**src/rtl/apb_master_arb.sv**
```systemverilog
// Two-requester round-robin APB master: arbitrates, runs SETUP/ACCESS, returns rdata/err.
// Optional macro APB_TIMEOUT_EN aborts an ACCESS phase after TIMEOUT wait-state cycles.
module apb_master_arb #(
    parameter int unsigned AWIDTH  = 4,
    parameter int unsigned DWIDTH  = 8,
    parameter int unsigned TIMEOUT = 15
) (
    input  logic                  PCLK,
    input  logic                  PRESETn,
    input  logic [1:0]            req_valid,
    input  logic [1:0]            req_write,
    input  logic [2*AWIDTH-1:0]   req_addr,
    input  logic [2*DWIDTH-1:0]   req_wdata,
    output logic [1:0]            req_ack,
    output logic [1:0]            rsp_valid,
    output logic [DWIDTH-1:0]     rsp_rdata,
    output logic                  rsp_err,
    output logic                  PSEL,
    output logic                  PENABLE,
    output logic                  PWRITE,
    output logic [AWIDTH-1:0]     PADDR,
    output logic [DWIDTH-1:0]     PWDATA,
    input  logic [DWIDTH-1:0]     PRDATA,
    input  logic                  PREADY,
    input  logic                  PSLVERR
);

    typedef enum logic [1:0] {StIdle, StSetup, StAccess} state_t;

    state_t state;
    logic   last;
    logic   owner;
    logic   gnt_point;
    logic   gnt;
    logic   win;
    logic   done;
    logic   abort;

    if (TIMEOUT == 0 || TIMEOUT > 255) begin : g_bad_timeout
        $error("apb_master_arb: TIMEOUT must be in 1..255");
    end

`ifdef APB_TIMEOUT_EN
    localparam logic [7:0] WaitLast = 8'(TIMEOUT - 1);
    logic [7:0] wait_cnt;

    // Abort on the TIMEOUT-th consecutive wait cycle.
    assign abort = (state == StAccess) && !PREADY && (wait_cnt == WaitLast);
`else
    assign abort = 1'b0;
`endif

    assign done = (state == StAccess) && PREADY;

    always_comb begin
        gnt_point = (state == StIdle) || done;
        win       = (req_valid == 2'b11) ? ~last : req_valid[1];
        gnt       = PRESETn && gnt_point && (req_valid != 2'b00);
        req_ack   = 2'b00;
        if (gnt) begin
            req_ack = win ? 2'b10 : 2'b01;
        end
    end

    always_ff @(posedge PCLK) begin
        if (!PRESETn) begin
            state     <= StIdle;
            last      <= 1'b1;
            owner     <= 1'b0;
            PSEL      <= 1'b0;
            PENABLE   <= 1'b0;
            PWRITE    <= 1'b0;
            PADDR     <= '0;
            PWDATA    <= '0;
            rsp_valid <= 2'b00;
            rsp_rdata <= '0;
            rsp_err   <= 1'b0;
`ifdef APB_TIMEOUT_EN
            wait_cnt  <= 8'd0;
`endif
        end else begin
            rsp_valid <= 2'b00;
            if (done || abort) begin
                rsp_valid <= owner ? 2'b10 : 2'b01;
                rsp_rdata <= (PWRITE || abort) ? '0 : PRDATA;
                rsp_err   <= abort ? 1'b1 : PSLVERR;
            end

            case (state)
                StIdle: ;
                StSetup: begin
                    state   <= StAccess;
                    PENABLE <= 1'b1;
`ifdef APB_TIMEOUT_EN
                    wait_cnt <= 8'd0;
`endif
                end
                StAccess: begin
                    if (done || abort) begin
                        state   <= StIdle;
                        PSEL    <= 1'b0;
                        PENABLE <= 1'b0;
                    end
`ifdef APB_TIMEOUT_EN
                    else begin
                        wait_cnt <= wait_cnt + 8'd1;
                    end
`endif
                end
                default: state <= StIdle;
            endcase

            // A grant overrides the idle transition above, so completion chains into SETUP.
            if (gnt) begin
                state   <= StSetup;
                PSEL    <= 1'b1;
                PENABLE <= 1'b0;
                PWRITE  <= req_write[win];
                PADDR   <= win ? req_addr[2*AWIDTH-1:AWIDTH] : req_addr[AWIDTH-1:0];
                PWDATA  <= win ? req_wdata[2*DWIDTH-1:DWIDTH] : req_wdata[DWIDTH-1:0];
                owner   <= win;
                last    <= win;
            end
        end
    end

endmodule

```
**config.mk**
```make
export PLATFORM = sky130hd
export DESIGN_NAME = apb_master_arb
export DESIGN_NICKNAME = d
export VERILOG_FILES = /design/src/rtl/apb_master_arb.sv
export SDC_FILE = /design/constraint.sdc
export NUM_CORES = 1
export LEC_CHECK = 0
export ABC_CLOCK_PERIOD_IN_PS = 4300
export BUFFER_PORTS_ARGS = -buffer_cell sky130_fd_sc_hd__buf_4
export CORE_ASPECT_RATIO = 0.9
export CORE_MARGIN = 5
export CORE_UTILIZATION = 45
export DETAILED_ROUTE_END_ITERATION = 10
export GPL_TIMING_DRIVEN = 0
export PLACE_DENSITY = 0.79
export SKIP_LAST_GASP = 1
export SYNTH_ARGS = -nofsm -noshare
export SYNTH_HDL_FRONTEND = slang
export SYNTH_SLANG_ARGS = --single-unit
```
**constraint.sdc**
```tcl
create_clock -name PCLK -period 4.3 [get_ports PCLK]
set_input_delay 0.215 -clock PCLK [delete_from_list [all_inputs] [get_ports PCLK]]
set_output_delay 0.215 -clock PCLK [all_outputs]
set_load 0.02 [all_outputs]
```
## Word-level counts from Yosys, hierarchy flattened

Cells that the tools add are included.
Widths: inputs -> output; s select.

- Magnitude comparators: 1
- Equal/unequal tests: 6
- Muxes and demuxes: 16
- Bitwise logic cells: 3
- Reduce and logical (&&, ||, !) cells: 15

Operators by type and width:

| cell | count |
|---|---|
| $mux 8 | 2 |
| $reduce_and 2->1 | 5 |
| $mux 2 | 4 |
| $reduce_bool 2->1 | 4 |
| $mux 1 | 7 |
| $pmux 2 s3 | 1 |
| $eq 2x2->1 const B | 2 |
| $mux 4 | 1 |
| $ne 2x2->1 const B | 2 |
| $logic_and 1x1->1 | 3 |
| $ne 3x3->1 const B | 1 |
| $not 1->1 | 3 |
| $eq 2x1->1 const B | 1 |
| $logic_not 2->1 | 1 |
| $lt 1x2->1 const B | 1 |
| $pmux 1 s2 | 1 |
| $reduce_or 2->1 | 1 |
| $logic_or 1x1->1 | 1 |

- Flip-flop bits (word level): 30
- Output and inout port bits: 28
- Word-level logic and storage cells: 53

## Longest topological paths before layout

- Word-level depth: 7
- Mapped depth: 5
- Gate-level depth less buffers: 3

## Worst setup path after synthesis

Ideal clock, no wire load.

- Path type: reg-to-output
- Start: reg state[0]
- End: out req_ack[0]
- Arrival time: 1.628 ns
- Slack: 2.457 ns
- Stages on the path, launching flop included: 5
- Path buffers: 2
- Cells stage by stage: dfxtp_1 nand2b_1 buf_2 buf_2 nor4b_1

- Cells in the longest elaborated chain, start to end: 6
- Elaborated cells between the ends (all ways): 7
- Classes of those cells: eq/ne (1); mux (1); reduce/logical (5)

Ends and longest elaborated chain:

| element | line | RTL |
|---|---|---|
| start: declaration | 30 | `state_t state;` |
| start signal: assignment | 67 | `state <= StIdle;` |
| start signal: assignment | 92 | `state <= StAccess;` |
| start signal: assignment | 100 | `state <= StIdle;` |
| $eq 2x2->1 | 53 | `assign done = (state == StAccess) && PREADY;` |
| $logic_and 1x1->1 | 53 |  |
| $logic_or 1x1->1 * | 56 | `gnt_point = (state == StIdle) \|\| done;` |
| $logic_and 1x1->1 * (2 in a row) | 58 | `gnt = PRESETn && gnt_point && (req_valid != 2'b00);` |
| $mux 2 * | 60 | `if (gnt) begin` |
| end: declaration | 14 | `output logic [1:0] req_ack,` |

Mark *: on every way between the ends. The rest lies on a longest branch, timed or not.

## Final worst setup path

- Start: reg state[1]
- End: out req_ack[1]

The elaborated chain is that of the path after synthesis.

==> metrics <==
synth top area cells dfxtp_1 51%, a221o_1 11%, nor4_1 6.8%, a22o_1 5.9%, nand2_1 4.4%; Final ANT Viol Nets 0; die height between 50 and 60 um; Avg Vias per Cell 5.60; Hold Path Depth 2; Iteration-0 DRC Markers 54; DIE WIDTH approximately 64 um; setup TNS 0 ps; Initial Util 47.7%; Worst Tran Pin Value around 700 ps; WHS Endpoint rsp_rdata[2]; Detailed Route WL about 3400 um; first-pass GRT wire length 5430 um; post-route core utilization a little under three quarters; Clk pin slew, worst setup/hold paths roughly 90 ps; Setup Crit Path Kind reg2out; gr usage total a little under a fifth; Max VDD drop ~300 uV; P&R area growth vs syn 49.7%; commonest non-fill, non-tap cell in the layout buf_4; CTS Buffer Depth 2; largest net degree at the start of global routing 11; syn nets roughly 160; pre-CTS WS between 2000 and 3000 ps; unrepaired setup endpoints after global routing false; Register-to-Register Path Depth 5; Reg-to-Reg End PWDATA[2]; Synth Cell Area 1190 um^2; Seq/Total Area, Yosys 50.6%; EDFF count, synth 0; H-tree depth 2; status complete, no violations; CP Data Arrival Time about 1900 ps; required time worst endpoint between 4000 and 5000 ps; period utilization 48.8%; Setup Buffers After CTS 0; top-area cell type share of the netlist area 50.6%; diodes inserted 0; # clock sinks 30; routed len/inst 15.4 um; clk_lat worst skew between 300 and 400 ps; Pwr Density ~350 nW/um^2; CP Max Fanout 10; die area 3770 um^2; largest area contributor in the netlist dfxtp_1; most frequent cells in the layout 66 x buf_4, 30 x dfxtp_1, 14 x nand2_1; Cells after DPL 210; Post-Synthesis Cells between 100 and 150; initial antenna violation count 0; CTS Hold Buffers Added 0; final worst slack between 2000 and 2500 ps; DRC errors left 0; Setup violations, final 0; fin cells between 200 and 250; FP Rows 17; Final Hold Viols 0; FMAX between 400 and 500 MHz; cts bufs inserted 5; first drt pass iteration count 4; Buffers on Ports 66; Hold Startpoint PRDATA[2]; Final HPWL DP between 2000 and 3000 um; Slew HR a little over half; GRT overflow 0; Warnings, synthesis 0; Setup Skew about 7.2 ps; ys flop type dfxtp_1; Min-Delay Path Class in2reg; share of cells above drive strength 1 a little over two fifths; Yosys reg bits 30; CTS tree built; vias in the first global route ~1200; global placement routability congestion 0.725; final period demand of the worst path about 2100 ps; Nets between 200 and 250; FF-to-FF setup slack 2640 ps; maxcap violations 0; core area between 2000 and 2500 um^2; via total after detailed routing around 1200; CP startpoint kind flop; syn avg cell area around 10 um^2; Final Max Slew Viols 0; asr flop ratio synth 0%; Setup crit end kind output port; io pins 68; Worst R2R Start state[1]; Pleak ~0.00082 uW; library cells used by synthesis 26; clock root buffer clkbuf_4; post-CTS sizing 0
==> synth_stat cells (all sizes together), types with 3 or more instances <==
| library cell | number |
|---|---|
| dfxtp | 30 |
| nand2 | 14 |
| a221o | 13 |
| nor4 | 13 |
| a22o | 8 |
| buf | 6 |
| inv | 4 |
| nor3 | 4 |
| clkbuf | 3 |
| nor2 | 3 |
==> cells by family (layout without fill, tap and decap cells) <==
logic type	Yosys count	count (layout)	synth area share, %
AOI/OAI and AO/OA	32	32	25.3
DFF	30	30	50.6
and+or+nand+nor	41	41	18.3
buffers and inverters	13	87	5.80
==> cell type report <==
class,count,area [um^2]
sequential,30,601
multi-input combinational,73,518
clock inverter,1,5.00
inverter,4,15.0
buffer,9,53.8
timing repair buffer,66,495
clock buffer,7,55.1
tap,28,35.0
fill,198,711
==> registers in the layout (all words and copies together) (netlist names) <==
name / count
owner: 1
PWDATA: 8
PSEL: 1
PENABLE: 1
PADDR: 4
state: 2
rsp_err: 1
last: 1
PWRITE: 1
rsp_rdata: 8
rsp_valid: 2
==> where the power goes <==
part	internal [uW]	switching, uW	leakage (uW)
Combinational	67.3	67.3	0.000538
Sequential	297	13.1	0.000246
Clock	79.1	91.9	0.0000353
Total	444	172	0.000819
==> worst max-delay path, cell delays in order (launching register included) <==
cell       delay [ps]
dfxtp_1           360
nor2b_1           160
buf_6             140
a2111oi_4         530
buf_6             220
buf_4             150
==> how the worst max path moves through the flow <==
| stage | startpoint | to | slack, ps | cells after the start |
|---|---|---|---|---|
| 2_1_floorplan | state[0] | req_ack[0] | 2460 | 4 |
| 3_3_place_gp | state[1] | req_ack[1] | 2590 | 5 |
| 3_5_place_dp | state[1] | req_ack[1] | 2570 | 5 |
| 4_1_cts | state[1] | req_ack[1] | 2200 | 5 |
| 5_1_grt | state[1] | req_ack[1] | 2110 | 5 |
| 6_report | state[1] | req_ack[1] | 2200 | 5 |
==> per-stage QoR <==
stage | cell area [um^2] | hold WS, ps | power (uW)
6_report | 1780 | 91.2 | 616
5_1_grt | 1780 | 73.3 | 648
4_1_cts | 1780 | 81.8 | 620
3_5_place_dp | 1720 | 425 | 451
3_3_place_gp | 1720 | 408 | 448
2_1_floorplan | 1190 | 301 | 383
==> routing by layer <==
layer	up-vias	wire length (um)	global-route usage, %
met2	39	1680	30.1
met3	8	226	7.06
met4	0	46	6.10
met1	574	1400	22.2
met5	-	0	0
li1	599	-	-
Power figures use the tool's default switching activity.
